$ cat src/rtl/seq_detector_pkg.sv
// Shared types and helpers for the parametrised serial pattern detector.
package seq_detector_pkg;

  // Widest pattern the detector supports; also sizes the fill counter.
  localparam int MAX_PAT_W = 32;

  // Fill counter width, wide enough to hold MAX_PAT_W.
  localparam int FILL_W = $clog2(MAX_PAT_W + 1);

  // Fill tracking: FILLING until PAT_W bits are held, then ARMED.
  typedef enum logic {
    FILLING = 1'b0,
    ARMED   = 1'b1
  } fill_state_e;

  // Width of a saturating counter that must be able to hold full_num.
  function automatic int cnt_width(input int full_num);
    return (full_num < 1) ? 1 : $clog2(full_num + 1);
  endfunction

endpackage

$ cat src/rtl/seq_match_counter.sv
// Saturating event counter with a sticky full flag.
// Counts i_inc pulses up to FULL_NUM. o_full rises in the same cycle that
// o_count reaches FULL_NUM and stays high until i_clr or reset.
module seq_match_counter
  import seq_detector_pkg::*;
#(
  parameter  int FULL_NUM = 8,
  localparam int CNT_W    = cnt_width(FULL_NUM)
) (
  input  logic             clk,
  input  logic             rst_n,
  input  logic             i_inc,
  input  logic             i_clr,
  output logic [CNT_W-1:0] o_count,
  output logic             o_full
);

  localparam logic [CNT_W-1:0] FULL_VAL = CNT_W'(FULL_NUM);
  localparam logic [CNT_W-1:0] ONE      = CNT_W'(1);

  logic [CNT_W-1:0] r_count;
  logic             r_full;

  // Count increments with saturation; full latches on reaching FULL_NUM.
  // NOTE: sequential state is written with non-blocking (<=) assignments so
  // every flop samples the pre-edge values of the others.
  always_ff @(posedge clk or negedge rst_n) begin
    if (!rst_n) begin
      r_count <= '0;
      r_full  <= 1'b0;
    end else if (i_clr) begin
      r_count <= '0;
      r_full  <= 1'b0;
    end else if (i_inc && (r_count != FULL_VAL)) begin
      r_count <= r_count + ONE;
      if (r_count == FULL_VAL - ONE) begin
        r_full <= 1'b1;
      end
    end
  end

  assign o_count = r_count;
  assign o_full  = r_full;

endmodule

$ cat src/rtl/seq_detector_param.sv
// Parametrised serial pattern detector.
// Shifts in seq_in on valid_in cycles and compares the last PAT_W accepted
// bits (first-received bit = MSB) against a runtime-loadable pattern. A hit
// produces a one-cycle registered match pulse and bumps a saturating counter.
// overlap_en selects whether the bits of a hit may be reused by the next one.
// Optional macro SEQ_DETECTOR_MASK_EN adds pat_mask_in and a mask register;
// a mask bit of 0 turns the matching pattern bit into a don't-care.
module seq_detector_param
  import seq_detector_pkg::*;
#(
  parameter  int               PAT_W    = 4,
  parameter  logic [PAT_W-1:0] PAT_RST  = 4'b1011,
  parameter  int               FULL_NUM = 8,
  localparam int               CNT_W    = cnt_width(FULL_NUM)
) (
  input  logic             clock,
  input  logic             reset_n,
  input  logic             seq_in,
  input  logic             valid_in,
  input  logic             overlap_en,
  input  logic             pat_load,
  input  logic [PAT_W-1:0] pat_in,
`ifdef SEQ_DETECTOR_MASK_EN
  input  logic [PAT_W-1:0] pat_mask_in,
`endif
  input  logic             clear,
  output logic             match,
  output logic             full,
  output logic [CNT_W-1:0] match_count
);

  localparam logic [FILL_W-1:0] FILL_LAST = FILL_W'(PAT_W - 1);
  localparam logic [FILL_W-1:0] FILL_MAX  = FILL_W'(PAT_W);
  localparam logic [FILL_W-1:0] FILL_ONE  = FILL_W'(1);

  fill_state_e       r_state;
  fill_state_e       w_state_next;
  logic [FILL_W-1:0] r_fill;
  logic [FILL_W-1:0] w_fill_next;
  logic [PAT_W-1:0]  r_hist;
  logic [PAT_W-1:0]  w_hist_next;
  logic [PAT_W-1:0]  r_pat;
  logic [PAT_W-1:0]  w_pat_next;
  logic              r_match;

  logic [PAT_W-1:0]  w_shift;
  logic [PAT_W-1:0]  w_diff;
  logic              w_equal;
  logic              w_filled;
  logic              w_hit;
  logic              w_cnt_clr;

  // History as it would look after accepting the current bit.
  assign w_shift = {r_hist[PAT_W-2:0], seq_in};

`ifdef SEQ_DETECTOR_MASK_EN
  logic [PAT_W-1:0] r_mask;

  // Mask register: loads with the pattern, resets to exact-compare.
  always_ff @(posedge clock or negedge reset_n) begin
    if (!reset_n) begin
      r_mask <= '1;
    end else if (pat_load) begin
      r_mask <= pat_mask_in;
    end
  end

  assign w_diff = (w_shift ^ r_pat) & r_mask;
`else
  assign w_diff = w_shift ^ r_pat;
`endif

  assign w_equal = (w_diff == '0);

  // This bit completes a full window if already armed or it is the last one.
  assign w_filled = (r_state == ARMED) || (r_fill == FILL_LAST);

  // Next-state logic: pat_load beats clear beats an accepted bit.
  // NOTE: every signal assigned here gets a default first so no path leaves
  // it unassigned, which would otherwise infer a latch.
  always_comb begin
    w_state_next = r_state;
    w_fill_next  = r_fill;
    w_hist_next  = r_hist;
    w_pat_next   = r_pat;
    w_hit        = 1'b0;

    if (pat_load) begin
      w_pat_next   = pat_in;
      w_hist_next  = '0;
      w_fill_next  = '0;
      w_state_next = FILLING;
    end else if (clear) begin
      w_hist_next  = '0;
      w_fill_next  = '0;
      w_state_next = FILLING;
    end else if (valid_in) begin
      w_hist_next = w_shift;
      w_hit       = w_filled && w_equal;

      if (w_hit && !overlap_en) begin
        // Non-overlapping: the next match needs PAT_W fresh bits.
        w_fill_next  = '0;
        w_state_next = FILLING;
      end else if (r_state == ARMED) begin
        w_fill_next  = FILL_MAX;
        w_state_next = ARMED;
      end else if (r_fill == FILL_LAST) begin
        w_fill_next  = FILL_MAX;
        w_state_next = ARMED;
      end else begin
        w_fill_next  = r_fill + FILL_ONE;
        w_state_next = FILLING;
      end
    end
  end

  // State, history, pattern and registered match pulse.
  always_ff @(posedge clock or negedge reset_n) begin
    if (!reset_n) begin
      r_state <= FILLING;
      r_fill  <= '0;
      r_hist  <= '0;
      r_pat   <= PAT_RST;
      r_match <= 1'b0;
    end else begin
      r_state <= w_state_next;
      r_fill  <= w_fill_next;
      r_hist  <= w_hist_next;
      r_pat   <= w_pat_next;
      r_match <= w_hit;
    end
  end

  // Loading a pattern keeps the count; only an explicit clear wipes it.
  assign w_cnt_clr = clear & ~pat_load;

  seq_match_counter #(
    .FULL_NUM (FULL_NUM)
  ) u_counter (
    .clk     (clock),
    .rst_n   (reset_n),
    .i_inc   (w_hit),
    .i_clr   (w_cnt_clr),
    .o_count (match_count),
    .o_full  (full)
  );

  assign match = r_match;

endmodule

$ cat config.mk
export PLATFORM = sky130hd
export DESIGN_NAME = seq_detector_param
export DESIGN_NICKNAME = d
export VERILOG_FILES = /design/src/rtl/seq_detector_pkg.sv /design/src/rtl/seq_match_counter.sv /design/src/rtl/seq_detector_param.sv
export SDC_FILE = /design/constraint.sdc
export NUM_CORES = 1
export LEC_CHECK = 0
export CAP_MARGIN = 30
export CORE_MARGIN = 2
export CORE_UTILIZATION = 35
export CTS_CLUSTER_SIZE = 24
export DETAILED_ROUTE_END_ITERATION = 8
export HOLD_SLACK_MARGIN = 0.12
export RECOVER_POWER = 50
export SYNTH_ARGS = -nofsm -noshare
export SYNTH_HDL_FRONTEND = slang
export SYNTH_HIERARCHICAL = 1
export SYNTH_SLANG_ARGS = --single-unit
$ cat constraint.sdc
create_clock -name clock -period 1.7 [get_ports clock]
set_input_delay 0.34 -clock clock [delete_from_list [all_inputs] [get_ports clock]]
set_output_delay 0.34 -clock clock [all_outputs]
set_load 0.01 [all_outputs]
After elaboration in Yosys (flattened, before gate mapping)
Cells that the tools add are included.
W data, S select, Z words.
{"block": "op_classes", "addsub": 2, "n_eq_ne": 3, "mux": 23, "n_bitwise": 3, "reduce_logical": 10}
{"op": "$mux W6", "count": 6}
{"op": "$mux W1", "count": 12}
{"op": "$mux W3", "count": 3}
{"op": "$mux W4", "count": 2}
{"op": "$add A6 B1 Y6 const B", "count": 1}
{"op": "$eq A6 B2 Y1 const B", "count": 1}
{"op": "$add A4 B1 Y4 const B", "count": 1}
{"op": "$eq A4 B3 Y1 const B", "count": 1}
{"op": "$logic_not A4 Y1", "count": 1}
{"op": "$ne A4 B4 Y1 const B", "count": 1}
{"op": "$reduce_bool A2 Y1", "count": 2}
{"op": "$xor A4 B4 Y4", "count": 1}
{"op": "$logic_and A1 B1 Y1", "count": 3}
{"op": "$reduce_bool A3 Y1", "count": 1}
{"op": "$reduce_and A2 Y1", "count": 1}
{"op": "$and A1 B1 Y1", "count": 1}
{"op": "$logic_not A1 Y1", "count": 1}
{"op": "$logic_or A1 B1 Y1", "count": 1}
{"op": "$not A1 Y1", "count": 1}
{"block": "totals", "regBits": 20}

Depth between registers and ports, before layout
{"block": "logic_depth", "ltp_word": 9, "ltp_mapped": 8}

Hierarchy
Netlist, hierarchy kept.
{"mod": "seq_detector_param", "instances": 1, "cells_each": 73, "area_per_inst_um2": 808.3, "seq_area_each_um2": 379.1}
{"mod": "seq_match_counter", "instances": 1, "cells_each": 27, "area_per_inst_um2": 270.3, "seq_area_each_um2": 125.1}

Worst setup path before layout
No wires, ideal clock.
{"block": "synth_timing", "kind": "register to register", "startpoint": "register r_fill[0]", "endpoint": "register u_counter.r_count[0], in the netlist u_counter/o_count[0]", "arrival_time_ns": 1.764, "path_slack_ns": -0.189, "path_stages_with_launch": 8, "path_buffers": 0, "synth_period_minus_slack_ns": 1.889, "cell_sequence": "dfrtp_1 > ha_1 > nor3b_2 > a21oi_4 > nand3b_4 > nor2_1 > o21a_1 > mux2_2"}
{"block": "synth_via", "elab_chain_len": 8}
{"item": "from (decl)", "line_no": "seq_detector_param.sv:38", "rtl": "logic [FILL_W-1:0] r_fill;"}
{"item": "from (signal assigned)", "line_no": "seq_detector_param.sv:128", "rtl": "r_fill <= w_fill_next;"}
{"item": "$eq A6 B2 Y1", "line_no": "seq_detector_param.sv:76", "rtl": "assign w_filled = (r_state == ARMED) || (r_fill == FILL_LAST);"}
{"item": "$logic_or A1 B1 Y1", "line_no": "seq_detector_param.sv:76"}
{"item": "$logic_and A1 B1 Y1", "line_no": "seq_detector_param.sv:99", "rtl": "w_hit = w_filled && w_equal;"}
{"item": "$mux W1", "line_no": "seq_detector_param.sv:97", "rtl": "end else if (valid_in) begin"}
{"item": "$mux W1", "line_no": "seq_detector_param.sv:93", "rtl": "end else if (clear) begin"}
{"item": "$mux W1", "line_no": "seq_detector_param.sv:88", "rtl": "if (pat_load) begin"}
{"item": "net w_hit", "line_no": "seq_detector_param.sv:50", "rtl": "logic w_hit;"}
{"item": "$logic_and A1 B1 Y1", "line_no": "seq_match_counter.sv:34", "rtl": "end else if (i_inc && (r_count != FULL_VAL)) begin"}
{"item": "$reduce_bool A2 Y1 (no line)"}
{"item": "to (signal assigned)", "line_no": "seq_match_counter.sv:35", "rtl": "r_count <= r_count + ONE;"}
{"item": "to (decl)", "line_no": "seq_match_counter.sv:21", "rtl": "logic [CNT_W-1:0] r_count;"}
The timed path passes the listed nets, and every way through them passes these cells.
A chain may end at the register's enable or synchronous reset.

Worst setup path after layout
{"block": "layout_timing", "startpoint": "register r_fill[0]", "endpoint": "register u_counter.r_count[2], in the netlist u_counter/o_count[2]"}
Same word-level chain as after synthesis.

==> results_dict.tcl <==
set metrics [dict create \
    drt_iter0_markers 40 \
    wl_per_cell_um 13.29 \
    yosys_warnings 6 \
    h-tree-depth 1 \
    yosys_register_bits 20 \
    drcViolationCount 0 \
    whs_ps 544.7 \
    grt_max_degree 21 \
    syn_avg_cell_area_um2 10.79 \
    synth_top_family_by_area "simple AND/OR/NAND/NOR gates" \
    start_kind "flip-flop" \
    cts_buffers 3 \
    max_freq_mhz 575.1 \
    drtPass1Iterations 4 \
    clk_path_buf_depth 2 \
    synth.area.top_cells "dfrtp_1 (39%), dfstp_2 (7.3%), mux2_2 (5.2%), nor2_1 (4.2%), xnor2_1 (4.1%)" \
    clkTransAtPathRegs_ps 120 \
    p_per_area_nw_per_um2 613.4 \
    p_leak_nw 0.6198 \
    hold_class "flip-flop to flip-flop" \
    grt_use_total 0.1401 \
    cts_root_buffer "clkbuf_4" \
    synth_edf_count 0 \
    synth.area.mux_share 0.08933 \
    wl_mm 2.232 \
    cp_slowest_cell "dfrtp_1" \
    violations "negative setup slack" \
    ys_async_sr_fraction 1.000 \
    max_slew.worst_pin.slew_ps 1061 \
    ant_nets 0 \
    synth_top_area_frac 0.3944 \
    clkLatencyLatePin_ps 300 \
    yosysSeqAreaShare 0.4675 \
    via_count 851 \
    cp.arrival_ps 1980 \
    synthTopCellsByCount "dfrtp_1 (17), nor2_1 (12), nand2_1 (6)" \
    synth_top_area_cell "dfrtp_1" \
    end_kind "flip-flop" \
    cp_max_fo 3 \
    finalMaxSlewViolations 0 \
    yosys.area_share.simple 0.2251 \
    timing.final.ws_setup_ps -38.78 \
    nFillCells 298 \
    ir_drop_uv 285.2 \
    netlist_instances 100 \
    post-route-min-period_ps 1739 \
    syn_nets 114 \
    crit_chain "ha_2 -> nor3b_4 -> a21oi_4 -> nand3b_4 -> nor2_4 -> nand2_1 -> or3b_1 -> a21oi_2" \
    io_buffer_count 16 \
    r2r-start "r_fill[0]$_DFFE_PN0P_" \
    die_h_um 59.51 \
    cts_tree "yes" \
    dp_slack_ps -248.9 \
    gp_congestion 0.8322 \
    grt_pass1_wl_mm 3.684 \
    rsz0062_at_grt "true" \
    yosysMostFrequentCell "dfrtp_1" \
    skew_ps 3.554 \
    core_area_um2 3003 \
    grt.overflow.total 0 \
    yosys.area_share.xor_xnor 0.04872 \
    synth-main-ff-cell "dfrtp_1" \
    antenna_found_initial 0 \
    antenna_cells 0 \
    yosysUniqueCellTypes 37 \
    routed_via_density 5.065 \
    ios 17 \
    grt_pass1_vias 827 \
    drive_above_1_share 0.2963 \
    fin_nets 150 \
    placed_cells 162 \
    syn_area_um2 1079 \
    synth_compound_area_frac 0.09629 \
    fin_crit_sh 1.023 \
    min-delay-start "u_counter/o_full$_DFFE_PN0P_" \
    synth_fa_ha_area_frac 0.03480 \
    clock_sinks 20 \
    dieArea_um2 3541 \
    max_slew_margin 0.2927 \
    rows 20 \
    worst_path_largest_cell_delay_ps 380 \
    finalHoldViolations 0 \
    area_growth_pct 33.53 \
    die_w_um 59.51 \
    setup_viol 2 \
    crit_type "flip-flop to flip-flop" \
    drv_cap 0 \
    dp_hpwl_mm 1.674 \
    required_ps 1940 \
    start_util 0.3592 \
    status "finished, violations left" \
    stdcell_count 168 \
    crit_start "r_fill[0]$_DFFE_PN0P_" \
]
-- stage by stage --
| step | total power, mW | cell area, um2 | utilization | TNS, ps |
|---|---|---|---|---|
| global placement | 0.6132 | 1390 | 0.4629 | -729.6 |
| finish | 0.8833 | 1440 | 0.4796 | -47.70 |
| CTS | 0.8968 | 1434 | 0.4775 | -60.96 |
| floorplan | 0.5597 | 1099 | - | -83.37 |
| global route | 0.9279 | 1440 | 0.4796 | -439.2 |
| detailed placement | 0.6161 | 1390 | 0.4629 | -857.0 |
-- flip-flops by register name, summed over array words and instances, names as in the netlist --
name	flops
r_pat	4
r_hist	3
u_counter/o_count	4
r_state	1
u_counter/o_full	1
match	1
r_fill	6
-- final cells by class --
cell class,count,area (um2),share of cell area
clock buffers,4,36.28,0.02520
repair buffers,34,291.5,0.2024
well taps,33,41.29,0.02867
multi-input cells,74,553.0,0.3840
inverters,3,11.26,0.007819
flip-flops and latches,20,506.7,0.3519
-- critical path, delay by kind of cell, from the launching register on --
family | cells | cell delay [ps]
fa+ha+maj | 1 | 190
flops | 1 | 380
compound gates | 2 | 200
simple gates | 5 | 930
-- cells in the final DEF (no fill, tap or decap), types with 2 or more instances in the layout --
master           netlist  layout
buf_4                  1      17
clkdlybuf4s50_1        0      15
dfrtp_1               17      15
nor2_1                12      11
nand2_1                6       6
xnor2_1                5       5
mux2i_1                4       4
mux2_2                 5       4
a21oi_1                4       4
nand2b_1               4       4
nor2b_1                3       3
o21ai_0                3       3
nand3_1                3       3
clkbuf_4               0       3
dfstp_2                3       3
inv_1                  3       3
nand4_1                2       2
ha_1                   3       2
dfrtp_2                0       2
-- where the power goes --
group	internal [mW]	switching, mW	total, mW
sequential	0.493	0.00901	0.502
clock	0.130	0.149	0.279
combinational	0.0585	0.0437	0.102
total	0.682	0.201	0.883
-- cell families after synthesis --
kind of cell             Yosys count
buffers and inverters              6
AND/OR/NAND/NOR                   41
AO/OA/AOI/OAI                     15
multiplexers                       9
flip-flops                        20
adder cells (fa/ha/maj)            3
XOR/XNOR                           6
-- repair_timing --
| action | 4_1_cts | 5_1_grt |
|---|---|---|
| resized for setup | 0 | 2 |
| hold buffers | 0 | 0 |
| setup endpoints to repair | 2 | 7 |
| setup buffers | 1 | 1 |
-- worst paths after layout --
| check | end | slack (ps) | depth (start not counted) |
|---|---|---|---|
| setup / recovery | u_counter/o_count[2]$_DFFE_PN0P_ | -40 | 8 |
| hold / removal | u_counter/o_full$_DFFE_PN0P_ | 540 | 2 |
| setup reg to reg | u_counter/o_count[2]$_DFFE_PN0P_ | -40 | 8 |
| hold reg to reg | u_counter/o_full$_DFFE_PN0P_ | 540 | 2 |
| max in group asynchronous | u_counter/o_count[0]$_DFFE_PN0P_ | 250 | 2 |
| min in group asynchronous | r_hist[1]$_DFFE_PN0P_ | 730 | 2 |
-- per-layer routing --
layer | part of all wire | wire [um] | vias up | track usage
met4 | 0.0045 | 10 | 0 | 0.05714
li1 | - | - | 418 | -
met5 | 0 | 0 | - | 0
met3 | 0.028 | 62 | 2 | 0.03057
met1 | 0.48 | 1073 | 418 | 0.1821
met2 | 0.49 | 1086 | 13 | 0.2261
Power figures use the tool's default switching activity.
